`config.mk`:
```
export PLATFORM = sky130hd
export DESIGN_NAME = bin_to_bcd
export DESIGN_NICKNAME = d
export VERILOG_FILES = /design/src/rtl/bin_to_bcd.sv
export SDC_FILE = /design/constraint.sdc
export NUM_CORES = 1
export LEC_CHECK = 0
export ABC_AREA = 1
export CORE_MARGIN = 3
export CORE_UTILIZATION = 53
export DETAILED_ROUTE_END_ITERATION = 10
export MAX_ROUTING_LAYER = met4
export PLACE_DENSITY = 0.8
export SYNTH_ARGS = -nofsm -noshare
export SYNTH_HDL_FRONTEND = slang
export SYNTH_SLANG_ARGS = --single-unit
```
`constraint.sdc`:
```
create_clock -name clk -period 1.7 [get_ports clk]
set_clock_uncertainty 0.05 [all_clocks]
set_input_delay 0.34 -clock clk [delete_from_list [all_inputs] [get_ports clk]]
set_output_delay 0.34 -clock clk [all_outputs]
set_load 0.02 [all_outputs]
```
`src/rtl/bin_to_bcd.sv`:
```
// Sequential double-dabble binary-to-BCD converter, one input bit per clock.
// Define BIN_TO_BCD_OVF_EN to add the ovf output (result truncated to DIGITS).
module bin_to_bcd #(
  parameter int WIDTH  = 8,
  parameter int DIGITS = 3
) (
  input  logic                clk,
  input  logic                rst_n,
  input  logic                start,
  input  logic [WIDTH-1:0]    bin,
  output logic                busy,
  output logic                done,
  output logic [4*DIGITS-1:0] bcd
`ifdef BIN_TO_BCD_OVF_EN
  ,
  output logic                ovf
`endif
);

  // state | meaning
  // IDLE  | waiting for start
  // SHIFT | one add-3 / shift-left step per cycle, WIDTH cycles
  // DONE  | done pulse, result valid, may accept the next start
  localparam logic [1:0] IDLE  = 2'd0;
  localparam logic [1:0] SHIFT = 2'd1;
  localparam logic [1:0] DONE  = 2'd2;

  localparam int BW = 4 * DIGITS;
  localparam int CW = (WIDTH > 1) ? $clog2(WIDTH) : 1;
  localparam logic [CW-1:0] CNT_LAST = CW'(WIDTH - 1);

  logic [1:0]       state;
  logic [CW-1:0]    cnt;
  logic [WIDTH-1:0] sh;
  logic [WIDTH-1:0] sh_nxt;
  logic [BW-1:0]    scratch;
  logic [BW-1:0]    adj;
  logic [BW-1:0]    scratch_nxt;
  logic             accept;
  logic             last;

  assign accept = start && ((state == IDLE) || (state == DONE));
  assign last   = (state == SHIFT) && (cnt == CNT_LAST);
  assign busy   = (state == SHIFT);
  assign done   = (state == DONE);

  always_comb begin
    adj = scratch;
    for (int i = 0; i < DIGITS; i++) begin
      if (scratch[4*i +: 4] >= 4'd5) adj[4*i +: 4] = scratch[4*i +: 4] + 4'd3;
    end
  end

  // Truncating cast drops the bit leaving the top digit
  assign {scratch_nxt, sh_nxt} = (BW + WIDTH)'({adj, sh, 1'b0});

  always_ff @(posedge clk or negedge rst_n) begin
    if (!rst_n) begin
      state   <= IDLE;
      cnt     <= '0;
      sh      <= '0;
      scratch <= '0;
      bcd     <= '0;
    end else begin
      case (state)
        IDLE, DONE: begin
          if (accept) begin
            state   <= SHIFT;
            sh      <= bin;
            scratch <= '0;
            cnt     <= '0;
          end else begin
            state <= IDLE;
          end
        end
        SHIFT: begin
          sh      <= sh_nxt;
          scratch <= scratch_nxt;
          cnt     <= cnt + CW'(1);
          if (last) begin
            state <= DONE;
            bcd   <= scratch_nxt;
          end
        end
        default: state <= IDLE;
      endcase
    end
  end

`ifdef BIN_TO_BCD_OVF_EN
  logic ovf_acc;

  always_ff @(posedge clk or negedge rst_n) begin
    if (!rst_n) begin
      ovf_acc <= 1'b0;
      ovf     <= 1'b0;
    end else if (accept) begin
      ovf_acc <= 1'b0;
    end else if (state == SHIFT) begin
      ovf_acc <= ovf_acc | adj[BW-1];
      if (last) ovf <= ovf_acc | adj[BW-1];
    end
  end
`endif

endmodule

```
# --- Yosys cells after proc, flatten, opt, wreduce, memory -nomap -nowiden ---
# Index checks and enable logic that the tools add are counted.
totals:
  ff_bits: 37
  latchBits: 0
  ram_bits: 0
  mem_bits_ro: 0
  inputBits: 11
  elab_cells: 37
  n_memories: 0
classes:
  addsub: 4
  multipliers: 0
  div_mod_pow: 0
  n_lt_le_gt_ge: 3
  n_eq_ne: 5
  shift: 0
  n_mux: 12
  bitwise_logic: 0
  n_reduce_logical: 8
ops:
  columns: ["cell", "count"]
  rows:
  - ["case mux 12 bit (2 select lines)", 1]
  - ["case mux 8 bit (2 select lines)", 1]
  - [">= comparator 4 x 3 -> 1 bit, second input constant", 3]
  - ["two-way mux 12 bit", 1]
  - ["adder 4 x 2 -> 4 bit, second input constant", 2]
  - ["two-way mux 4 bit", 2]
  - ["two-way mux 8 bit", 1]
  - ["two-way mux 3 bit", 2]
  - ["case mux 3 bit (2 select lines)", 1]
  - ["case mux 2 bit (2 select lines)", 1]
  - ["AND reduction 2 bit", 2]
  - ["adder 3 x 1 -> 3 bit, second input constant", 1]
  - ["adder 3 x 2 -> 3 bit, second input constant", 1]
  - ["equality test 3 bit, second input constant", 1]
  - ["equality test 2 x 1 -> 1 bit, second input constant", 1]
  - ["equality test 2 bit, second input constant", 1]
  - ["logical AND 1 bit", 2]
  - ["zero test 2 bit", 1]
  - ["two-way mux 2 bit", 1]
  - ["!= test 2 x 1 -> 1 bit, second input constant", 1]
  - ["!= test 2 bit, second input constant", 1]
  - ["nonzero test 2 bit", 1]
  - ["OR reduction 2 bit", 1]
  - ["logical OR 1 bit", 1]
  - ["two-way mux 1 bit", 1]

# --- Longest topological paths before layout ---
# Gate-level depths: netlist (run 1).
depth:
  depth_word: 5
  depth_mapped: 8
  mapped_depth_nobuf: 8

# --- Least setup slack after synthesis (run 1) ---
# Ideal clock, no wire load.
synth_path:
  path_kind: "flip-flop to flip-flop"
  from: "reg cnt[0]"
  to: "reg bcd[3]"
  setup_time_ns: 0.083
  t_arrival_ns: 1.137
  setup_slack_ns: 0.430
  stages_incl_launch_ff: 7
  synth_period_minus_slack_ns: 1.270
  cell_sequence: "dfrtp_1 -> ha_1 -> ha_1 -> nand2_2 -> buf_4 -> nand2_1 -> o21ai_0"
synth_via:
  elab_chain_len: 3
synth_rtl:
  columns: ["element", "line_no", "text"]
  rows:
  - ["from (decl)", "33", "logic [CW-1:0] cnt;"]
  - ["from (signal assigned)", "79", "cnt <= cnt + CW'(1);"]
  - ["equality test 3 bit", "43", "assign last = (state == SHIFT) && (cnt == CNT_LAST);"]
  - ["logical AND 1 bit", "43", null]
  - ["AND reduction 2 bit (no source line)", null, null]
  - ["to (signal assigned)", "82", "bcd <= scratch_nxt;"]
  - ["to (decl)", "13", "output logic [4*DIGITS-1:0] bcd"]
# No other way between the ends.
# A chain may end at the register's enable or synchronous reset.

# --- Worst setup path in the final report (run 1) ---
layout_path:
  from: "reg state[1]"
  to: "out busy"
layout_via:
  elab_chain_len: 1
layout_rtl:
  columns: ["element", "line_no", "text"]
  rows:
  - ["from (decl)", "32", "logic [1:0] state;"]
  - ["from (signal assigned)", "59", "state <= IDLE;"]
  - ["from (signal assigned)", "68", "state <= SHIFT;"]
  - ["from (signal assigned)", "73", "state <= IDLE;"]
  - ["equality test 2 x 1 -> 1 bit", "44", "assign busy = (state == SHIFT);"]
  - ["to (decl)", "11", "output logic busy,"]
# No other way between the ends.

==> results of run 1 <==
-- metal layers --
layer | global-route usage | wire, µm | part of all wire | up-vias
li1 | - | - | - | 739
met5 | - | 0 | 0 | -
met4 | 0.0997 | 63 | 0.017 | 0
met1 | 0.239 | 1540 | 0.43 | 691
met2 | 0.331 | 1820 | 0.50 | 44
met3 | 0.0588 | 199 | 0.055 | 7
-- worst min path at each step --
stage	cells past startpoint	slack, ps	to
finish	2	320	bcd[6]$_DFFE_PN0P_
global route	2	310	bcd[3]$_DFFE_PN0P_
CTS	2	310	bcd[3]$_DFFE_PN0P_
detailed placement	2	420	bcd[5]$_DFFE_PN0P_
global placement	2	410	cnt[1]$_DFFE_PN0P_
floorplan	0	-6	bcd[0]$_DFFE_PN0P_
-- flip-flops by register name (all words and copies together) (netlist names) --
name / count
scratch: 12
cnt: 3
bcd: 12
sh: 8
state: 2
-- Yosys cell counts --
cell / count / area (µm²)
o21ai_0: 9 / 45.0
inv_1: 15 / 56.3
inv_2: 3 / 11.3
nand2_2: 3 / 18.8
ha_1: 8 / 100
nor3_1: 7 / 35.0
dfrtp_1: 37 / 926
nand3_1: 22 / 110
buf_2: 1 / 5.00
buf_4: 1 / 7.51
nor2_1: 12 / 45.0
nand4_1: 6 / 37.5
o21ai_1: 1 / 5.00
o22ai_1: 11 / 68.8
nand2_1: 62 / 233
a21oi_1: 1 / 5.00
nand2_4: 1 / 11.3
buf_6: 4 / 45.0
-- worst max-delay path, cell delays in order (launching register included) --
cell	delay, ps
dfrtp_1	380
inv_1	80
nand2_2	60
inv_2	60
dlygate4sd2_1	330
-- cells in the final DEF (no fill, tap or decap), types with 3 or more instances in the layout --
master | Yosys | routed
inv_2 | 3 | 3
clkbuf_4 | 0 | 5
inv_1 | 15 | 15
nand3_1 | 22 | 22
o22ai_1 | 11 | 11
dlygate4sd2_1 | 0 | 11
nand4_1 | 6 | 6
ha_1 | 8 | 8
dlymetal6s2s_1 | 0 | 3
dfrtp_1 | 37 | 37
o21ai_0 | 9 | 9
buf_4 | 1 | 7
nor3_1 | 7 | 7
nand2_2 | 3 | 3
clkdlybuf4s50_1 | 0 | 10
nand2_1 | 62 | 62
nor2_1 | 12 | 12
-- cells by family (layout without fill, tap and decap cells) --
kind of cell / after synthesis / after routing
compound gates: 22 / 22
fa+ha+maj: 8 / 8
buf+inv: 24 / 57
flops: 37 / 37
simple gates: 113 / 113
-- layout make-up --
cell class                 count  area [µm²]
tap                           44        55.1
clock buffer                   7        55.1
sequential                    37         926
inverter                      18        67.6
timing repair buffer          32         307
multi-input combinational    143         714
fill                         278         978
-- per-stage QoR --
step	worst slack (ps)	power, µW	instance area (µm²)	cells	util
CTS	2.45	4270	2120	281	0.682
global route	1.29	4660	2120	281	0.685
global placement	154	3770	2080	274	0.669
detailed placement	168	3880	2080	274	0.669
floorplan	430	3160	1770	204	-
finish	58.8	4230	2120	281	0.685
-- where the power goes --
group | internal (µW) | switching [µW] | leakage, µW | total [µW]
Combinational | 835 | 1380 | 0.000648 | 2210
Clock | 195 | 263 | 0.0000314 | 459
Sequential | 1300 | 259 | 0.000451 | 1560
-- repair_timing --
item	in CTS	in global routing
endpoints found under the setup margin	11	3
gates resized for setup	11	3
endpoints found under the hold margin	0	0
hold buffers	0	0
==> run metrics, run 1 <==
dpl hpwl=2670 µm; Root Buffer=clkbuf_4; largest fanout on the critical path=2; Synth cell types=18; Worst-path clk slew=100 ps; kind of critical path=reg -> out; Synthesis Warnings=0; Routed Antenna Nets=0; post-CTS setup buffers=0; Slew HR=0.785; ant diodes=0; total count of hold-check failures in the final report=0; mux contribution to synthesized area=0; I/O Buffers=24; Seq/Total Area, Yosys=0.524; Pwr Density=1990 nW/µm²; Site Rows=20; IO Count=25; DIE AREA=4060 µm²; CP Launch Point=state[1]$_DFFE_PN0P_; R2R Setup Slk=170 ps; depth of the CTS H-tree=2; clock sinks=37; post-synthesis simple-gate area fraction=0.278; RR Endpoint=bcd[7]$_DFFE_PN0P_; Syn Area/Cell=8.65 µm²; antenna violations before repair=0; Max Slew Vio Count=0; min-delay worst type=in -> async; GRT Resource Usage Total=0.207; Mapped Cells=204; reg2reg start=state[1]$_DFFE_PN0P_; vias in the first global route=1457; Routed WL per cell=12.9 µm; Peak VDD IR=1.02 mV; DRC viols=0; crit path launch type=flop; share of layout cells above drive strength 1=0.0886; Worst Setup EP=busy; CTS buffer count=5; Post-Synth XOR/XNOR Area=0; Via-to-Cell Ratio=5.27; clk buf depth=2; Setup crit end kind=output port; hold slack=316 ps; fmax=0.609 GHz; final WL=3630 µm; period utilization=0.965; largest net degree at the start of global routing=38; Congestion Overflow GR=0; RSZ-0062 raised after global routing=false; Tmin final=1640 ps; static leakage=0.00113 µW; Placer Congestion=0.877; # setup viols final=0; WP data required=1310 ps; largest family of logic cells by synthesized area=simple AND/OR/NAND/NOR gates; Synth Area in Adders=0.0567; Synth Area in Compound Gates=0.0702; clock latency on the worst-skew pair=330 ps; Max-Cap Viols=0; Setup TNS=0 ps; die height=63.7 µm; Starting DRT DRC Count=111; initial core utilization=0.569; Mapped Area=1770 µm²; routed via count=1481; Detailed Routing Iterations Pass 1=4; net count after synthesis=223; first-pass GRT wire length=6270 µm; worst path arrival time=1250 ps; outcome=finished, final reports clean; die width=63.7 µm; synthesis-stage register bit count=37; Least-Margin Pin Slew=319 ps; CTS tree=built; Total Nets Final=256; Layout area overhead=20.3%; core region area=3100 µm²; cell count of the worst reg-to-reg path=7
No activity file was read; power rests on OpenSTA's default activity.
==> run 2: changes to the inputs <==
--- a/config.mk
+++ b/config.mk
@@ -8,6 +8,8 @@
 export ABC_AREA = 1
 export CORE_MARGIN = 3
 export CORE_UTILIZATION = 53
+export CTS_CLUSTER_DIAMETER = 200
+export CTS_CLUSTER_SIZE = 25
 export DETAILED_ROUTE_END_ITERATION = 10
 export MAX_ROUTING_LAYER = met4
 export PLACE_DENSITY = 0.8
==> results of run 2 <==
No change in the layout: final DEF, timing and power equal those of run 1.
